File: src/rtl/mem_arbiter.sv
// Two-port (instruction fetch / data) arbiter in front of a shared single-port
// memory with fixed access latency LAT; one transaction outstanding at a time.
module mem_arbiter #(
  parameter int unsigned LAT = 4
) (
  input  logic        clk,
  input  logic        rst,
  input  logic        i_req,
  input  logic [15:0] i_addr,
  input  logic        i_kill,
  output logic        i_rdy,
  output logic [15:0] i_rdata,
  input  logic        d_req,
  input  logic        d_we,
  input  logic [15:0] d_addr,
  input  logic [15:0] d_wdata,
  output logic        d_rdy,
  output logic [15:0] d_rdata,
  output logic        mem_en,
  output logic        mem_we,
  output logic [15:0] mem_addr,
  output logic [15:0] mem_wdata,
  input  logic [15:0] mem_rdata,
  output logic        busy
);

  typedef enum logic [1:0] {
    IDLE,
    ISSUE,
    WAIT,
    DONE
  } state_t;

  localparam logic [3:0] CNT_LOAD = 4'(LAT - 1);

  state_t      state_q, state_d;
  logic [3:0]  cnt_q, cnt_d;
  logic        last_d_q, last_d_d;   // 1: data port was granted last
  logic        gnt_d_q, gnt_d_d;     // 1: current transaction belongs to data port
  logic        kill_q, kill_d;
  logic        we_q, we_d;
  logic [15:0] addr_q, addr_d;
  logic [15:0] wdata_q, wdata_d;
  logic [15:0] ibuf_q, ibuf_d;
  logic [15:0] i_rdata_q, i_rdata_d;
  logic [15:0] d_rdata_q, d_rdata_d;
  logic        grant_d;

  always_ff @(posedge clk or posedge rst) begin
    if (rst) begin
      state_q   <= IDLE;
      cnt_q     <= '0;
      last_d_q  <= 1'b0;
      gnt_d_q   <= 1'b0;
      kill_q    <= 1'b0;
      we_q      <= 1'b0;
      addr_q    <= '0;
      wdata_q   <= '0;
      ibuf_q    <= '0;
      i_rdata_q <= '0;
      d_rdata_q <= '0;
    end else begin
      state_q   <= state_d;
      cnt_q     <= cnt_d;
      last_d_q  <= last_d_d;
      gnt_d_q   <= gnt_d_d;
      kill_q    <= kill_d;
      we_q      <= we_d;
      addr_q    <= addr_d;
      wdata_q   <= wdata_d;
      ibuf_q    <= ibuf_d;
      i_rdata_q <= i_rdata_d;
      d_rdata_q <= d_rdata_d;
    end
  end

  always_comb begin
    state_d   = state_q;
    cnt_d     = cnt_q;
    last_d_d  = last_d_q;
    gnt_d_d   = gnt_d_q;
    kill_d    = kill_q;
    we_d      = we_q;
    addr_d    = addr_q;
    wdata_d   = wdata_q;
    ibuf_d    = ibuf_q;
    i_rdata_d = i_rdata_q;
    d_rdata_d = d_rdata_q;
    grant_d   = 1'b0;
    case (state_q)
      IDLE: begin
        if (i_req || d_req) begin
          grant_d  = d_req && (!i_req || !last_d_q);
          state_d  = ISSUE;
          cnt_d    = CNT_LOAD;
          gnt_d_d  = grant_d;
          last_d_d = grant_d;
          kill_d   = 1'b0;
          addr_d   = grant_d ? d_addr : i_addr;
          we_d     = grant_d && d_we;
          if (grant_d) wdata_d = d_wdata;
        end
      end
      ISSUE, WAIT: begin
        if (!gnt_d_q && i_kill) kill_d = 1'b1;
        if (cnt_q == '0) begin
          state_d = DONE;
          // Fetch data is parked in ibuf so a kill during DONE can still veto it.
          if (gnt_d_q) begin
            if (!we_q) d_rdata_d = mem_rdata;
          end else begin
            ibuf_d = mem_rdata;
          end
        end else begin
          cnt_d   = cnt_q - 4'd1;
          state_d = WAIT;
        end
      end
      DONE: begin
        state_d = IDLE;
        if (i_rdy) i_rdata_d = ibuf_q;
      end
      default: state_d = IDLE;
    endcase
  end

  assign busy      = (state_q != IDLE);
  assign mem_en    = (state_q == ISSUE);
  assign mem_we    = (state_q == ISSUE) && we_q;
  assign mem_addr  = addr_q;
  assign mem_wdata = wdata_q;
  assign i_rdy     = (state_q == DONE) && !gnt_d_q && !kill_q && !i_kill;
  assign d_rdy     = (state_q == DONE) && gnt_d_q;
  assign i_rdata   = i_rdy ? ibuf_q : i_rdata_q;
  assign d_rdata   = d_rdata_q;

endmodule

File: config.mk
export PLATFORM = sky130hd
export DESIGN_NAME = mem_arbiter
export DESIGN_NICKNAME = d
export VERILOG_FILES = /design/src/rtl/mem_arbiter.sv
export SDC_FILE = /design/constraint.sdc
export NUM_CORES = 1
export LEC_CHECK = 0
export CAP_MARGIN = 10
export CORE_ASPECT_RATIO = 0.6
export CORE_MARGIN = 1.5
export CORE_UTILIZATION = 49
export CTS_BUF_LIST = sky130_fd_sc_hd__clkbuf_4 sky130_fd_sc_hd__clkbuf_8 sky130_fd_sc_hd__clkbuf_16
export DETAILED_ROUTE_END_ITERATION = 16
export PLACE_DENSITY = 0.86
export SLEW_MARGIN = 0
export SYNTH_ARGS = -nofsm -noshare
export SYNTH_HDL_FRONTEND = slang
export SYNTH_SLANG_ARGS = --single-unit
File: constraint.sdc
create_clock -name clk -period 6.9 [get_ports clk]
set_input_delay 1.035 -clock clk [delete_from_list [all_inputs] [get_ports clk]]
set_output_delay 1.035 -clock clk [all_outputs]
set_load 0.01 [all_outputs]
==> out/qor.tcl <==
set qor(worst_hold_slack_ns) 0.480
set qor(vdd.ir_drop.worst_mv) 0.191
set qor(area_overhead_vs_synth_pct) 44.1
set qor(filler_cell_count) 538
set qor(internal_power_mw) 1.79
set qor(total_drc_errors_in_the_routed_layout) 0
set qor(timing.max_cap.violations) 0
set qor(dp_slack_ns) 2.83
set qor(p_sw_mw) 0.792
set qor(dp.final_hpwl_um) 6530
set qor(top_level_ports) 139
set qor(gr-usage-met2) 0.344
set qor(clock-sinks) 89
set qor(crit_path_max_fanout) 33
set qor(grt_remaining_overflow) 0
set qor(die_width_um) 120
set qor(synth_fp_nets) 360
set qor(global_route_met3_utilization) 0.0820
set qor(critPathLaunchType) {primary input}
set qor(synth_area_per_cell_um2) 14.0
set qor(clockBufferDepth) 2
set qor(postRouteWirelength_um) 9150
set qor(ctsHoldBuffers) 0
set qor(yosys_warnings) 0
set qor(routed_wire_length_per_instance_um) 17.2
set qor(route.antenna.remaining_nets) 0
set qor(hold_path.class) {reg2reg}
set qor(cts_resized) 0
set qor(setup.worst_path.class) {in2out}
set qor(grt_pass1_vias) 2824
set qor(setup_viol) 0
set qor(antenna_found_initial) 0
set qor(synthDistinctLibCells) 36
set qor(dr.first_iter.drc_count) 122
set qor(final_min_period_over_clock_period) 0.594
set qor(netlist.area_leader.share) 0.557
set qor(placed_area_um2) 5410
set qor(worstSetupEndpointType) {output pin}
set qor(powerDensity_nw_per_um2) 449
set qor(globalplace.congestion) 0.835
set qor(synth-seq-cells) 89
set qor(design.die.area_um2) 8720
set qor(dr.pass1.iters) 4
set qor(y_dimension_of_the_die_um) 73.0
set qor(pin_count_of_the_biggest_net_entering_global_routing) 90
set qor(sw_frac_of_total) 0.306
set qor(crit_path_required_time_ns) 5.86
set qor(grt_pass1_wl_um) 14600
set qor(post-route-worst-setup-slack_ns) 2.80
set qor(final_design_area_no_fill_um2) 5760
set qor(post_cts.repair.setup_buffers) 0
set qor(sequential_group_share_of_total_power) 0.362
set qor(clk_root_buffer_cell) {sky130_fd_sc_hd__clkbuf_16}
set qor(slew_violations) 0
set qor(std_cell_rows) 25
set qor(min_period_ns) 4.10
set qor(grt_use_met1) 0.293
set qor(clock_latency_at_the_later_pin_of_the_worst_skew_pair_ns) 0.34
set qor(critical_path_arrival_ns) 3.06
set qor(synth_seq_area_share) 0.557
set qor(slew_headroom) 0.278
set qor(diodes) 0
set qor(htree_levels) 3
set qor(start_util) 0.507
set qor(syn-cell-area_um2) 4000
set qor(setup_total_negative_slack_ns) 0
set qor(clkTransAtPathRegs_ns) 0.06
set qor(netlist_instances) 285
set qor(final_number_of_hold_violating_endpoints) 0
set qor(tightest_slew_ns) 1.08
set qor(synth.top_cells.by_area) {sky130_fd_sc_hd__dfrtp_1 56%, sky130_fd_sc_hd__mux2_2 17%, sky130_fd_sc_hd__mux2_4 6.8%, sky130_fd_sc_hd__mux2i_1 4.0%, sky130_fd_sc_hd__o21ai_0 2.4%}
set qor(cellLeakagePower_nw) 2.60
set qor(max_clock_freq_mhz) 244
set qor(port_buffers) 138
set qor(grt-busiest-layer) {met2}
set qor(detail_route.vias_per_cell) 5.08
set qor(clock_power_share) 0.201
set qor(yosys.area.top_type) {sky130_fd_sc_hd__dfrtp_1}
set qor(floorplan.core_area_um2) 7880
set qor(numCtsBuffers) 9
set qor(status) {finished, final reports clean}
set qor(num_vias) 2710
set qor(global_route.usage.total) 0.224
set qor(comb_power_share) 0.436
set qor(rsz0062_at_grt) {no}
set qor(drive_above_1_share) 0.252
set qor(tritoncts_clock_tree) {yes}
set qor(final_nets) 496
set qor(clock_skew_ns) 0.00767
-- routing by layer --
metal	routed length [um]	share of wire
met1	4310	0.47
met2	4080	0.45
met3	625	0.068
met4	126	0.014
met5	0	0
-- per-stage QoR --
stage               power (mW)  utilization  cells
detailed placement        2.05        0.687    517
floorplan                 1.52            -    285
global placement          2.01        0.687    517
finish                    2.59        0.731    533
global route              2.73        0.731    533
CTS                       2.59        0.727    532
-- kinds of logic after synthesis --
| kind of cell | count (synthesis) | synth area share |
|---|---|---|
| AOI/OAI and AO/OA | 31 | 0.0463 |
| adders and majority gates | 5 | 0.0157 |
| muxes | 96 | 0.282 |
| buffers and inverters | 23 | 0.0366 |
| and+or+nand+nor | 41 | 0.0617 |
| DFF | 89 | 0.557 |
-- cell type report --
class	count	area, um2	area share
Sequential cell	89	2230	0.387
Timing Repair Buffer	141	1420	0.247
Multi-Input combinational cell	173	1630	0.282
Tap cell	108	135	0.0235
Clock inverter	3	65.1	0.0113
Clock buffer	12	254	0.0441
Inverter	7	27.5	0.00478
-- registers in the layout (all words and copies together) (netlist names) --
signal and flops:
cnt_q 4, d_rdata 16, gnt_d_q 1, i_rdata_q 16
ibuf_q 16, kill_q 1, mem_addr 16, mem_wdata 16
state_q 2, we_q 1
-- power groups by stage --
stage / logic (mW) / clock network (mW) / registers, mW
final: 1.13 / 0.521 / 0.936
after CTS: 1.12 / 0.537 / 0.936
after floorplan: 0.553 / 0 / 0.963
after detailed placement: 1.11 / 0 / 0.938
after global placement: 1.08 / 0 / 0.929
after global routing: 1.21 / 0.550 / 0.968
-- path summary, 6_finish.rpt --
check	startpoint	endpoint	slack [ns]	depth (start not counted)
min reg2reg	mem_addr[15]$_DFFE_PP0P_	mem_addr[15]$_DFFE_PP0P_	0.48	2
max	i_kill	i_rdata[4]	2.80	5
max in group asynchronous	rst	ibuf_q[13]$_DFFE_PP0P_	4.83	3
min	mem_addr[15]$_DFFE_PP0P_	mem_addr[15]$_DFFE_PP0P_	0.48	2
min in group asynchronous	rst	mem_addr[1]$_DFFE_PP0P_	1.38	3
max reg2reg	state_q[0]$_DFFE_PP0P_	d_rdata[9]$_DFFE_PP0P_	4.37	5
-- cells in the mapped netlist, drive strengths merged --
library cell	instances
dfrtp	89
mux2	80
nand2	24
o21ai	20
mux2i	16
buf	11
inv	7
clkbuf	5
ha	5
a21oi	2
a31oi	2
and2	2
nor2	2
nor3b	2
o31ai	2
or2	2
or3b	2
a211o	1
a21bo	1
a22o	1
a311oi	1
and3b	1
nand4b	1
nand4bb	1
nor3	1
nor4	1
nor4b	1
o211a	1
or4	1
-- cells in the final DEF (no fill, tap or decap), types with 2 or more instances in the layout --
master,netlist,layout
sky130_fd_sc_hd__mux2i_1,16,16
sky130_fd_sc_hd__dfrtp_1,89,89
sky130_fd_sc_hd__ha_1,5,5
sky130_fd_sc_hd__bufinv_16,0,2
sky130_fd_sc_hd__o31ai_1,2,2
sky130_fd_sc_hd__buf_4,0,2
sky130_fd_sc_hd__a21oi_1,2,2
sky130_fd_sc_hd__nor3b_1,2,2
sky130_fd_sc_hd__and2_1,2,2
sky130_fd_sc_hd__mux2_4,18,18
sky130_fd_sc_hd__mux2_2,62,62
sky130_fd_sc_hd__nand2_1,24,24
sky130_fd_sc_hd__o21ai_0,19,19
sky130_fd_sc_hd__clkbuf_16,0,9
sky130_fd_sc_hd__inv_1,7,6
sky130_fd_sc_hd__clkbuf_4,0,2
sky130_fd_sc_hd__clkinv_2,0,2
sky130_fd_sc_hd__a31oi_1,2,2
sky130_fd_sc_hd__clkdlybuf4s50_1,0,138
-- worst max-delay path, stage by stage --
cell,delay [ns]
sky130_fd_sc_hd__clkdlybuf4s50_1,0.46
sky130_fd_sc_hd__nor4b_4,0.22
sky130_fd_sc_hd__buf_4,0.42
sky130_fd_sc_hd__mux2_2,0.40
sky130_fd_sc_hd__clkdlybuf4s50_1,0.49
(Power assumes the default switching activity.)
